**config.mk**
```make
export PLATFORM = sky130hd
export DESIGN_NAME = rdc_fault_monitor_flat
export DESIGN_NICKNAME = d
export VERILOG_FILES = /design/src/rtl/rdc_fault_monitor_if.sv /design/src/rtl/rdc_fault_monitor.sv /design/src/flat_wrapper.sv
export SDC_FILE = /design/constraint.sdc
export NUM_CORES = 1
export LEC_CHECK = 0
export ABC_CLOCK_PERIOD_IN_PS = 5300
export CORE_ASPECT_RATIO = 1.25
export CORE_MARGIN = 3
export CORE_UTILIZATION = 50
export DETAILED_ROUTE_END_ITERATION = 12
export PLACE_DENSITY = 0.78
export SETUP_SLACK_MARGIN = 0.05
export SLEW_MARGIN = 5
export SYNTH_ARGS = -nofsm -noshare
export SYNTH_HDL_FRONTEND = slang
export SYNTH_SLANG_ARGS = --single-unit
export TNS_END_PERCENT = 100
```
**constraint.sdc**
```tcl
create_clock -name clk_i -period 5.3 [get_ports clk_i]
set_clock_uncertainty 0.05 [all_clocks]
set_input_delay 1.06 -clock clk_i [delete_from_list [all_inputs] [get_ports clk_i]]
set_output_delay 1.06 -clock clk_i [all_outputs]
set_load 0.01 [all_outputs]
```
**src/rtl/rdc_fault_monitor_if.sv**
```systemverilog
// ADC sample stream into the RDC fault monitor.
// The master drives packed channel samples plus a per-cycle valid strobe.
interface rdc_fault_monitor_if #(
    parameter int N_CH = 2,
    parameter int W    = 14
);
    logic [N_CH*W-1:0] samples_i;
    logic              sample_valid_i;

    modport master (output samples_i, output sample_valid_i);
    modport slave  (input  samples_i, input  sample_valid_i);
endinterface

```
**src/rtl/rdc_fault_monitor.sv**
```systemverilog
// Multi-channel ADC fault monitor: clipping, LOS, overrange, mismatch, timeout.
// Define RDC_FAULT_MON_PEAK_OUT_EN to hold each window's peaks on peak_abs_o.
module rdc_fault_monitor #(
    parameter int N_CH           = 2,
    parameter int ADC_RESOLUTION = 14,
    parameter int WINDOW_LEN     = 1024,
    parameter int DEBOUNCE       = 2,
    parameter int TIMEOUT        = 4096
) (
    input  logic                                clk_i,
    input  logic                                reset_i,
    rdc_fault_monitor_if.slave                  adc,
    input  logic [ADC_RESOLUTION-2:0]           los_thresh_i,
    input  logic [ADC_RESOLUTION-2:0]           overrange_thresh_i,
    input  logic [ADC_RESOLUTION-2:0]           mismatch_thresh_i,
    input  logic [7:0]                          error_mask_i,
    input  logic [7:0]                          error_clear_i,
    output logic [7:0]                          error_o,
    output logic                                window_done_o,
    output logic [N_CH*(ADC_RESOLUTION-1)-1:0]  peak_abs_o
);
    localparam int W  = ADC_RESOLUTION;
    localparam int M  = W - 1;
    localparam int CW = $clog2(WINDOW_LEN);
    localparam int DW = $clog2(DEBOUNCE + 1);
    localparam int TW = $clog2(TIMEOUT + 1);
    localparam logic [M-1:0]  MAG_MAX  = {M{1'b1}};
    localparam logic [W-1:0]  POS_FS   = {1'b0, {M{1'b1}}};
    localparam logic [W-1:0]  NEG_FS   = {1'b1, {M{1'b0}}};
    localparam logic [DW-1:0] DEB_MAX  = DW'(DEBOUNCE);
    localparam logic [TW-1:0] TMO_MAX  = TW'(TIMEOUT);
    localparam logic [CW-1:0] CNT_LAST = CW'(WINDOW_LEN - 1);

    typedef enum logic [1:0] {IDLE, ACCUM, EVAL} state_e;

    state_e                 state_q;
    logic [CW-1:0]          cnt_q;
    logic [N_CH-1:0][M-1:0] peak_q;
    logic [DW-1:0]          los_cnt_q, ovr_cnt_q, mis_cnt_q;
    logic [DW-1:0]          los_cnt_d, ovr_cnt_d, mis_cnt_d;
    logic [TW-1:0]          tmo_q, tmo_d;
    logic [7:0]             sticky_q, sticky_d, set_ev;
    logic                   window_done_q;

    logic [N_CH-1:0][W-1:0] smp, neg;
    logic [N_CH-1:0][M-1:0] mag, peak_acc;
    logic [M-1:0]           pk_max, pk_min;
    logic                   clip, los_f, ovr_f, mis_f, eval, valid;

    assign smp   = adc.samples_i;
    assign valid = adc.sample_valid_i;

    always_comb begin
        clip     = 1'b0;
        los_f    = 1'b0;
        ovr_f    = 1'b0;
        pk_max   = '0;
        pk_min   = MAG_MAX;
        neg      = '0;
        mag      = '0;
        peak_acc = '0;
        for (int c = 0; c < N_CH; c++) begin
            neg[c] = ~smp[c] + 1'b1;
            // most-negative code has no positive twin, so saturate it
            if (!smp[c][W-1])           mag[c] = smp[c][M-1:0];
            else if (smp[c] == NEG_FS)  mag[c] = MAG_MAX;
            else                        mag[c] = neg[c][M-1:0];
            peak_acc[c] = (mag[c] > peak_q[c]) ? mag[c] : peak_q[c];
            clip  = clip | (smp[c] == POS_FS) | (smp[c] == NEG_FS);
            los_f = los_f | (peak_q[c] < los_thresh_i);
            ovr_f = ovr_f | (peak_q[c] > overrange_thresh_i);
            if (peak_q[c] > pk_max) pk_max = peak_q[c];
            if (peak_q[c] < pk_min) pk_min = peak_q[c];
        end
        mis_f = (pk_max - pk_min) > mismatch_thresh_i;
    end

    function automatic logic [DW-1:0] deb_next(input logic f,
                                               input logic [DW-1:0] c);
        if (!f) return '0;
        return (c == DEB_MAX) ? c : c + 1'b1;
    endfunction

    always_comb begin
        eval      = (state_q == EVAL);
        los_cnt_d = deb_next(los_f, los_cnt_q);
        ovr_cnt_d = deb_next(ovr_f, ovr_cnt_q);
        mis_cnt_d = deb_next(mis_f, mis_cnt_q);
        if (valid)                tmo_d = '0;
        else if (tmo_q == TMO_MAX) tmo_d = tmo_q;
        else                      tmo_d = tmo_q + 1'b1;
        set_ev    = '0;
        set_ev[0] = valid & clip;
        set_ev[1] = eval & los_f & (los_cnt_d == DEB_MAX);
        set_ev[2] = eval & ovr_f & (ovr_cnt_d == DEB_MAX);
        set_ev[3] = eval & mis_f & (mis_cnt_d == DEB_MAX);
        set_ev[4] = (tmo_d == TMO_MAX);
        sticky_d  = (sticky_q & ~error_clear_i) | set_ev;
    end

`ifdef RDC_FAULT_MON_PEAK_OUT_EN
    logic [N_CH-1:0][M-1:0] peak_out_q;
    assign peak_abs_o = peak_out_q;
`else
    assign peak_abs_o = '0;
`endif

    always_ff @(posedge clk_i) begin
        if (reset_i) begin
            state_q       <= IDLE;
            cnt_q         <= '0;
            peak_q        <= '0;
            los_cnt_q     <= '0;
            ovr_cnt_q     <= '0;
            mis_cnt_q     <= '0;
            tmo_q         <= '0;
            sticky_q      <= '0;
            window_done_q <= 1'b0;
`ifdef RDC_FAULT_MON_PEAK_OUT_EN
            peak_out_q    <= '0;
`endif
        end else begin
            tmo_q         <= tmo_d;
            sticky_q      <= sticky_d;
            window_done_q <= 1'b0;
            unique case (state_q)
                IDLE: begin
                    if (valid) begin
                        peak_q  <= mag;
                        cnt_q   <= CW'(1);
                        state_q <= ACCUM;
                    end
                end
                ACCUM: begin
                    if (valid) begin
                        peak_q <= peak_acc;
                        cnt_q  <= cnt_q + 1'b1;
                        if (cnt_q == CNT_LAST) begin
                            state_q       <= EVAL;
                            window_done_q <= 1'b1;
                        end
                    end
                end
                EVAL: begin
                    los_cnt_q <= los_cnt_d;
                    ovr_cnt_q <= ovr_cnt_d;
                    mis_cnt_q <= mis_cnt_d;
`ifdef RDC_FAULT_MON_PEAK_OUT_EN
                    peak_out_q <= peak_q;
`endif
                    // a sample arriving now opens the next window
                    peak_q  <= valid ? mag : '0;
                    cnt_q   <= valid ? CW'(1) : '0;
                    state_q <= ACCUM;
                end
                default: state_q <= IDLE;
            endcase
        end
    end

    assign error_o       = sticky_q & error_mask_i;
    assign window_done_o = window_done_q;
endmodule

```
**src/flat_wrapper.sv**
```systemverilog
// flat-port wrapper written by rule: the top's interface ports become plain ports
module rdc_fault_monitor_flat 
#(
    parameter int N_CH           = 2,
    parameter int ADC_RESOLUTION = 14,
    parameter int WINDOW_LEN     = 1024,
    parameter int DEBOUNCE       = 2,
    parameter int TIMEOUT        = 4096
)
  (clk_i, reset_i, los_thresh_i, overrange_thresh_i, mismatch_thresh_i, error_mask_i, error_clear_i, error_o, window_done_o, peak_abs_o, adc_samples_i, adc_sample_valid_i);
  rdc_fault_monitor_if #(.N_CH(N_CH), .W((14))) adc_i ();
  input  logic clk_i;
  input  logic reset_i;
  input  logic [ADC_RESOLUTION-2:0] los_thresh_i;
  input  logic [ADC_RESOLUTION-2:0] overrange_thresh_i;
  input  logic [ADC_RESOLUTION-2:0] mismatch_thresh_i;
  input  logic [7:0] error_mask_i;
  input  logic [7:0] error_clear_i;
  output logic [7:0] error_o;
  output logic window_done_o;
  output logic [N_CH*(ADC_RESOLUTION-1)-1:0] peak_abs_o;
  input wire logic [$bits(adc_i.samples_i)-1:0] adc_samples_i;
  input wire logic [$bits(adc_i.sample_valid_i)-1:0] adc_sample_valid_i;
  assign adc_i.samples_i = adc_samples_i;
  assign adc_i.sample_valid_i = adc_sample_valid_i;
  rdc_fault_monitor #(.N_CH(N_CH), .ADC_RESOLUTION(ADC_RESOLUTION), .WINDOW_LEN(WINDOW_LEN), .DEBOUNCE(DEBOUNCE), .TIMEOUT(TIMEOUT)) u_core (.clk_i(clk_i), .reset_i(reset_i), .adc(adc_i), .los_thresh_i(los_thresh_i), .overrange_thresh_i(overrange_thresh_i), .mismatch_thresh_i(mismatch_thresh_i), .error_mask_i(error_mask_i), .error_clear_i(error_clear_i), .error_o(error_o), .window_done_o(window_done_o), .peak_abs_o(peak_abs_o));
endmodule
```
==> flow_metrics.env, run 1 <==
export IMPL_status="complete, no violations"
export IMPL_layout_drive_gt1_share_pct=8.794
export IMPL_critPathKind="reg -> reg"
export IMPL_grt_max_degree=56
export IMPL_avgSynthCellArea_sq_um=7.737
export IMPL_drc=0
export IMPL_grt_use_total_pct=24.54
export IMPL_required_ps=5490
export IMPL_timing_setup_tns_ps=0
export IMPL_dieArea_sq_mm=0.01678
export IMPL_synth_distinct_cells=66
export IMPL_ios=121
export IMPL_setup_violations=0
export IMPL_cts_sinks=66
export IMPL_async_reset_ff_share_pct=0
export IMPL_ys_seq_elements=66
export IMPL_place_congestion=1.010
export IMPL_critPathLaunchType="flip-flop"
export IMPL_p_leak_nw=4.184
export IMPL_crit_arrival_ps=5210
export IMPL_vias=7291
export IMPL_powerDensity_mw_per_mm2=525.7
export IMPL_reg2reg_to="u_core.sticky_q[3]$_SDFF_PP0_"
export IMPL_tightest_slew_ps=1176
export IMPL_ant_nets=0
export IMPL_finalHoldViolCount=0
export IMPL_clock_path_buffers=2
export IMPL_synth_ff_type="dfxtp_1"
export IMPL_syn_to_final_growth_pct=21.44
export IMPL_clkSlewWorstSetupHoldPaths_ps=70
export IMPL_crit_end="u_core.sticky_q[3]$_SDFF_PP0_"
export IMPL_cap_violations=0
export IMPL_worstSetupEndpointType="flip-flop"
export IMPL_cts_root_buffer="clkbuf_16"
export IMPL_coreArea_sq_mm=0.01465
export IMPL_grt_pass1_vias=7015
export IMPL_grt_pass1_wl_um=33080
export IMPL_routed_wl_um=20760
export IMPL_ctsHtreeMaxLevel=3
export IMPL_regArea_sq_mm=0.001331
export IMPL_hold_class="reg -> reg"
export IMPL_ir_drop_mv=0.3478
export IMPL_antenna_cells=0
export IMPL_fin_crit_sh_pct=94.71
export IMPL_finalPower_mw=4.870
export IMPL_synth_edf_count=0
export IMPL_multi_input_area_sq_mm=0.005806
export IMPL_syn_inst=986
export IMPL_reg2regPathDepth=20
export IMPL_reg2reg_slack_ps=280
export IMPL_grt_setup_unrepaired="no"
export IMPL_dieHeight_um=144.1
export IMPL_grt_overflow=0
export IMPL_clk_latency_ps=350
export IMPL_vias_per_cell=5.692
export IMPL_synth_seq_area_share_pct=17.32
export IMPL_hpwl_um=16630
export IMPL_fill_cells=1269
export IMPL_die_w_um=116.5
export IMPL_fp_row_count=49
export IMPL_cp_max_fo=8
export IMPL_crit_start="u_core.peak_q[11]$_SDFFE_PP0P_"
export IMPL_start_util_pct=52.06
export IMPL_fin_nets=1326
export IMPL_slew_violations=0
export IMPL_cts_buffers=9
export IMPL_netlist_area_sq_mm=0.007629
export IMPL_max_slew_margin_pct=21.62
export IMPL_cts_tree="done"
export IMPL_first_pass_iters=7
export IMPL_reg2reg_from="u_core.peak_q[11]$_SDFFE_PP0P_"
export IMPL_fmax_ghz=0.1992
export IMPL_port_buffers=94
export IMPL_antenna_found_initial=0
export IMPL_min_period_ps=5020
export IMPL_yosysWarnings=0
export IMPL_first_iter_violations=374
export IMPL_post_drt_wl_per_cell_um=16.20
export IMPL_postCtsHoldBufs=0
-- what timing repair did --
item                                    in CTS  in global routing
gates resized for setup                      2                 26
pin swaps                                    0                  9
setup buffers                                0                  4
endpoints found under the setup margin       3                  3
-- cell usage after synthesis, types with 20 or more instances --
cell type	number	area, sq um
nand4_1	21	131.4
clkbuf_1	20	75.07
nor2_1	81	304.0
xnor2_1	26	227.7
dfxtp_1	66	1321
nand2b_1	30	187.7
nand3_1	27	135.1
a21oi_1	73	365.4
mux2i_1	47	470.5
ha_1	141	1764
o21ai_0	32	160.2
inv_1	112	420.4
nand2_1	68	255.2
buf_4	26	195.2
-- stage by stage --
stage	cell area (sq um)	worst slack, ps	std cells	hold WS (ps)	util [%]
after floorplan	7722	137.2	1011	367.3	-
after global placement	8801	7.633	1261	388.3	60.06
after detailed placement	8801	-25.92	1261	392.0	60.06
after CTS	9126	106.0	1277	405.1	62.28
after global routing	9264	36.37	1281	438.4	63.22
final	9264	280.4	1281	397.7	63.22
-- placed cells by master (no fill, tap or decap), types with 7 or more instances in the layout --
master / count
ha_1: 139
inv_1: 112
clkdlybuf4s50_1: 93
nor2_1: 81
a21oi_1: 70
nand2_1: 68
dfxtp_1: 58
mux2i_1: 46
o21ai_0: 31
buf_4: 31
nand2b_1: 30
nand3_1: 27
xnor2_1: 26
conb_1: 26
nand4_1: 21
xor2_1: 18
a21o_1: 17
nor2b_1: 15
nor3_1: 13
and2_1: 10
clkbuf_16: 9
nor4_1: 8
dfxtp_2: 8
nand2_2: 7
o21a_1: 7
-- how the worst min path moves through the flow --
stage,start,endpoint,slack [ps],cells past startpoint
final,u_core.sticky_q[4]$_SDFF_PP0_,u_core.sticky_q[4]$_SDFF_PP0_,400,2
after global routing,u_core.sticky_q[6]$_SDFF_PP0_,u_core.sticky_q[6]$_SDFF_PP0_,440,1
after floorplan,u_core.sticky_q[2]$_SDFF_PP0_,u_core.sticky_q[2]$_SDFF_PP0_,370,2
after detailed placement,u_core.sticky_q[4]$_SDFF_PP0_,u_core.sticky_q[4]$_SDFF_PP0_,390,2
after CTS,u_core.sticky_q[4]$_SDFF_PP0_,u_core.sticky_q[4]$_SDFF_PP0_,410,2
after global placement,u_core.sticky_q[4]$_SDFF_PP0_,u_core.sticky_q[4]$_SDFF_PP0_,390,2
-- sequential cells by signal, summed over array words and instances, names as in the netlist --
signal and flops:
u_core.tmo_q 13, u_core.window_done_o 1, u_core.state_q 2, u_core.sticky_q 8, u_core.ovr_cnt_q 2, u_core.mis_cnt_q 2
u_core.los_cnt_q 2, u_core.peak_q 26, u_core.cnt_q 10
-- critical path, stage by stage, from the launching register on --
cell,delay (ps)
dfxtp_2,370
inv_1,100
ha_4,280
nand4_1,250
a311oi_2,320
nor3_2,100
a41oi_2,240
buf_4,160
buf_4,190
mux2i_1,210
ha_1,310
or4_1,520
a31o_2,270
a32o_1,220
o32ai_2,280
ha_1,280
nand4_1,110
nor2_1,70
a21boi_0,120
o21a_1,210
a32o_1,260
-- metal layers --
metal / routed length [um] / up-vias / GRT usage (%)
met5: 0 / - / 0
met4: 966 / 0 / 11.73
met3: 1087 / 60 / 2.972
met2: 10350 / 250 / 43.82
met1: 8359 / 3325 / 28.78
li1: - / 3656 / -
-- where the power goes --
part	leakage [nW]	switching, mW	total (mW)	internal [mW]
Clock	0.150	0.248	0.630	0.382
Sequential	0.541	0.110	0.687	0.576
Combinational	3.49	1.90	3.55	1.66
Total	4.18	2.26	4.87	2.61
-- cell type report --
cell class / instances / share of cell area (%)
Sequential cell: 66 / 14.37
Inverter: 113 / 4.579
Tap cell: 178 / 2.404
Clock buffer: 10 / 2.580
Timing Repair Buffer: 125 / 12.61
Multi-Input combinational cell: 783 / 62.67
Clock inverter: 6 / 0.7834
-- cell families (layout without fill, tap and decap cells) --
| family | count (synthesis) | after routing | synth area share, % |
|---|---|---|---|
| AO/OA/AOI/OAI | 195 | 195 | 16.30 |
| XOR/XNOR | 44 | 44 | 5.052 |
| adder cells (fa/ha/maj) | 143 | 143 | 23.52 |
| AND/OR/NAND/NOR | 327 | 327 | 22.06 |
| multiplexers | 48 | 48 | 6.315 |
| buffers and inverters | 162 | 254 | 9.382 |
| flip-flops | 66 | 66 | 17.32 |
| other | 1 | 26 | 0.04916 |
Note: power is estimated with default switching activity, not from simulation.
==> run 2: changes to the inputs <==
--- a/config.mk
+++ b/config.mk
@@ -16,4 +16,4 @@
 export SYNTH_ARGS = -nofsm -noshare
 export SYNTH_HDL_FRONTEND = slang
 export SYNTH_SLANG_ARGS = --single-unit
-export TNS_END_PERCENT = 100
+export TNS_END_PERCENT = 30
==> results of run 2 <==
Final layout, timing and power as in run 1 (identical DEF).
==> run 3: changes to the inputs <==
--- a/config.mk
+++ b/config.mk
@@ -8,9 +8,9 @@
 export ABC_CLOCK_PERIOD_IN_PS = 5300
 export CORE_ASPECT_RATIO = 1.25
 export CORE_MARGIN = 3
-export CORE_UTILIZATION = 50
+export CORE_UTILIZATION = 40
+export CTS_BUF_LIST = sky130_fd_sc_hd__clkbuf_4 sky130_fd_sc_hd__clkbuf_8
 export DETAILED_ROUTE_END_ITERATION = 12
-export PLACE_DENSITY = 0.78
 export SETUP_SLACK_MARGIN = 0.05
 export SLEW_MARGIN = 5
 export SYNTH_ARGS = -nofsm -noshare
==> constraint.sdc (replaced) <==
create_clock -name clk_i -period 5.3 [get_ports clk_i]
set_clock_uncertainty 0.05 [all_clocks]
set_input_delay 0.795 -clock clk_i [delete_from_list [all_inputs] [get_ports clk_i]]
set_output_delay 0.795 -clock clk_i [all_outputs]
set_load 0.01 [all_outputs]
==> run 3 against run 2 <==
  * Register-to-register slack better by 20 ps
  * Setup slack better by 22 ps
  * Non-clock buffer count is 9 higher
  * Sequential share of layout area hardly changed
  * Combinational power is 5% higher
  * Clock-buffer cell count stayed put
  * Routed wire length is 5.0% higher
  * Die area is 24% higher
  * Critical path depth is 7 higher
  * Via count is 2.6% lower
  * Largest power group unchanged
==> flow_metrics.env, run 3 (synthesis gave the netlist of run 1 again) <==
export IMPL_status="complete, no violations"
export IMPL_coreArea_sq_mm=0.01844
export IMPL_largest_reg_flops=26
export IMPL_grt_max_degree=57
export IMPL_dieHeight_um=160.4
export IMPL_reg2reg_to="u_core.sticky_q[3]$_SDFF_PP0_"
export IMPL_dieArea_sq_mm=0.02078
export IMPL_finalPower_mw=4.787
export IMPL_layout_drive_gt1_share_pct=9.442
export IMPL_required_ps=5510
export IMPL_clk_latency_ps=360
export IMPL_grt_use_total_pct=20.31
export IMPL_routed_wl_um=21790
export IMPL_busiest_layer="met2"
export IMPL_hpwl_um=18000
export IMPL_die_w_um=129.5
export IMPL_start_util_pct=41.36
export IMPL_grt_setup_unrepaired="no"
export IMPL_dpl_cell_area_sq_mm=0.008901
export IMPL_powerDensity_mw_per_mm2=515.7
export IMPL_final_common_cell="ha_1"
export IMPL_min_period_ps=4998
export IMPL_fp_row_count=55
export IMPL_clock_path_buffers=2
export IMPL_max_slew_margin_pct=17.62
export IMPL_finalHoldViolCount=0
export IMPL_tightest_slew_ps=1236
export IMPL_hold_ws_ps=412.6
export IMPL_grt_pass1_vias=6887
export IMPL_first_iter_violations=217
export IMPL_fin_util_pct=50.33
export IMPL_cap_violations=0
export IMPL_met2_usage_pct=36.79
export IMPL_critPathMaxStageDelay_ps=360
export IMPL_reg2reg_slack_ps=300
export IMPL_cts_sinks=66
export IMPL_cts_buffers=9
export IMPL_p_leak_nw=4.166
export IMPL_reg2reg_from="u_core.peak_q[4]$_SDFFE_PP0P_"
export IMPL_grtUsageMet3_pct=1.929
export IMPL_grt_util_met1_pct=25.29
export IMPL_reg2regPathDepth=27
export IMPL_slew_violations=0
export IMPL_vias_per_cell=5.301
export IMPL_setup_violations=0
export IMPL_cts_tree="done"
export IMPL_port_buffers=94
export IMPL_holdPathStages=2
export IMPL_timing_setup_tns_ps=0
export IMPL_antenna_found_initial=0
export IMPL_first_pass_iters=4
export IMPL_fmax_ghz=0.2001
export IMPL_cts_root_buffer="clkbuf_8"
export IMPL_ant_nets=0
export IMPL_post_drt_wl_per_cell_um=16.26
export IMPL_grt_overflow=0
export IMPL_antenna_cells=0
export IMPL_ctsHtreeMaxLevel=3
export IMPL_postCtsHoldBufs=0
export IMPL_worstHoldEndpoint="u_core.sticky_q[4]$_SDFF_PP0_"
export IMPL_grt_pass1_wl_um=34230
export IMPL_syn_to_final_growth_pct=21.68
export IMPL_critPathKind="reg -> reg"
export IMPL_worstSetupEndpointType="flip-flop"
export IMPL_drc=0
export IMPL_vias=7103
export IMPL_cpMaxStageDelayCell="fa_2"
export IMPL_top_regs="u_core.peak_q: 26 flops, u_core.tmo_q: 13 flops, u_core.cnt_q: 10 flops"
export IMPL_critPathLaunchType="flip-flop"
export IMPL_fin_nets=1335
export IMPL_final_cell_mix="ha_1, inv_1, clkdlybuf4s50_1, nor2_1, a21oi_1"
export IMPL_place_congestion=0.8671
export IMPL_clkSlewWorstSetupHoldPaths_ps=90
export IMPL_hold_start="u_core.sticky_q[4]$_SDFF_PP0_"
export IMPL_regMostFlops="u_core.peak_q"
export IMPL_crit_arrival_ps=5210
export IMPL_hold_class="reg -> reg"
export IMPL_ir_drop_mv=0.2535
export IMPL_final_area_sq_mm=0.009283
export IMPL_fin_crit_sh_pct=94.30
export IMPL_cp_max_fo=7
export IMPL_ios=121
-- run 3: layer usage --
layer  vias up  part of all wire [%]
met2       137                    51
met1      3288                    43
li1       3652                     -
met3        26                   3.5
met4         0                   2.1
met5         -                     0
-- run 3: how the worst max path moves through the flow --
stage | start | end | slack (ps) | depth (start not counted)
3_3_place_gp | u_core.peak_q[7]$_SDFFE_PP0P_ | u_core.sticky_q[3]$_SDFF_PP0_ | 80 | 22
5_1_grt | u_core.peak_q[3]$_SDFFE_PP0P_ | u_core.sticky_q[3]$_SDFF_PP0_ | 40 | 21
4_1_cts | u_core.peak_q[4]$_SDFFE_PP0P_ | u_core.sticky_q[3]$_SDFF_PP0_ | 100 | 23
6_report | u_core.peak_q[4]$_SDFFE_PP0P_ | u_core.sticky_q[3]$_SDFF_PP0_ | 300 | 27
3_5_place_dp | u_core.peak_q[7]$_SDFFE_PP0P_ | u_core.sticky_q[3]$_SDFF_PP0_ | -20 | 22
2_1_floorplan | u_core.peak_q[4]$_SDFFE_PP0P_ | u_core.sticky_q[3]$_SDFF_PP0_ | 140 | 24
-- run 3: cell type report --
class	count	area [sq um]
Clock buffer	10	137.6
Clock inverter	6	51.30
Fill cell	1835	9160
Inverter	113	424.2
Multi-Input combinational cell	783	5809
Sequential cell	66	1331
Tap cell	228	285.3
Timing Repair Buffer	134	1244
-- run 3: power by group --
part / internal (mW) / switching (mW)
Clock: 0.187 / 0.228
Combinational: 1.75 / 1.96
Sequential: 0.575 / 0.0853
-- run 3: per-stage QoR --
stage | instances | setup WS [ps]
2_1_floorplan | 1011 | 137.2
3_3_place_gp | 1316 | 84.89
3_5_place_dp | 1316 | -20.40
4_1_cts | 1332 | 103.1
5_1_grt | 1340 | 38.01
6_report | 1340 | 302.2
-- run 3: repair_timing --
action / 4_1_cts / 5_1_grt
pin swaps: 0 / 10
gates resized for setup: 1 / 30
setup buffers: 0 / 8
setup endpoints to repair: 3 / 3
-- run 3: worst max-delay path, delay by kind of cell (launching register included) --
| family | cells | cell delay (ps) |
|---|---|---|
| flip-flops | 1 | 350 |
| AND/OR/NAND/NOR | 5 | 960 |
| buffers and inverters | 5 | 550 |
| XOR/XNOR | 1 | 150 |
| AO/OA/AOI/OAI | 12 | 1720 |
| adder cells (fa/ha/maj) | 4 | 1130 |
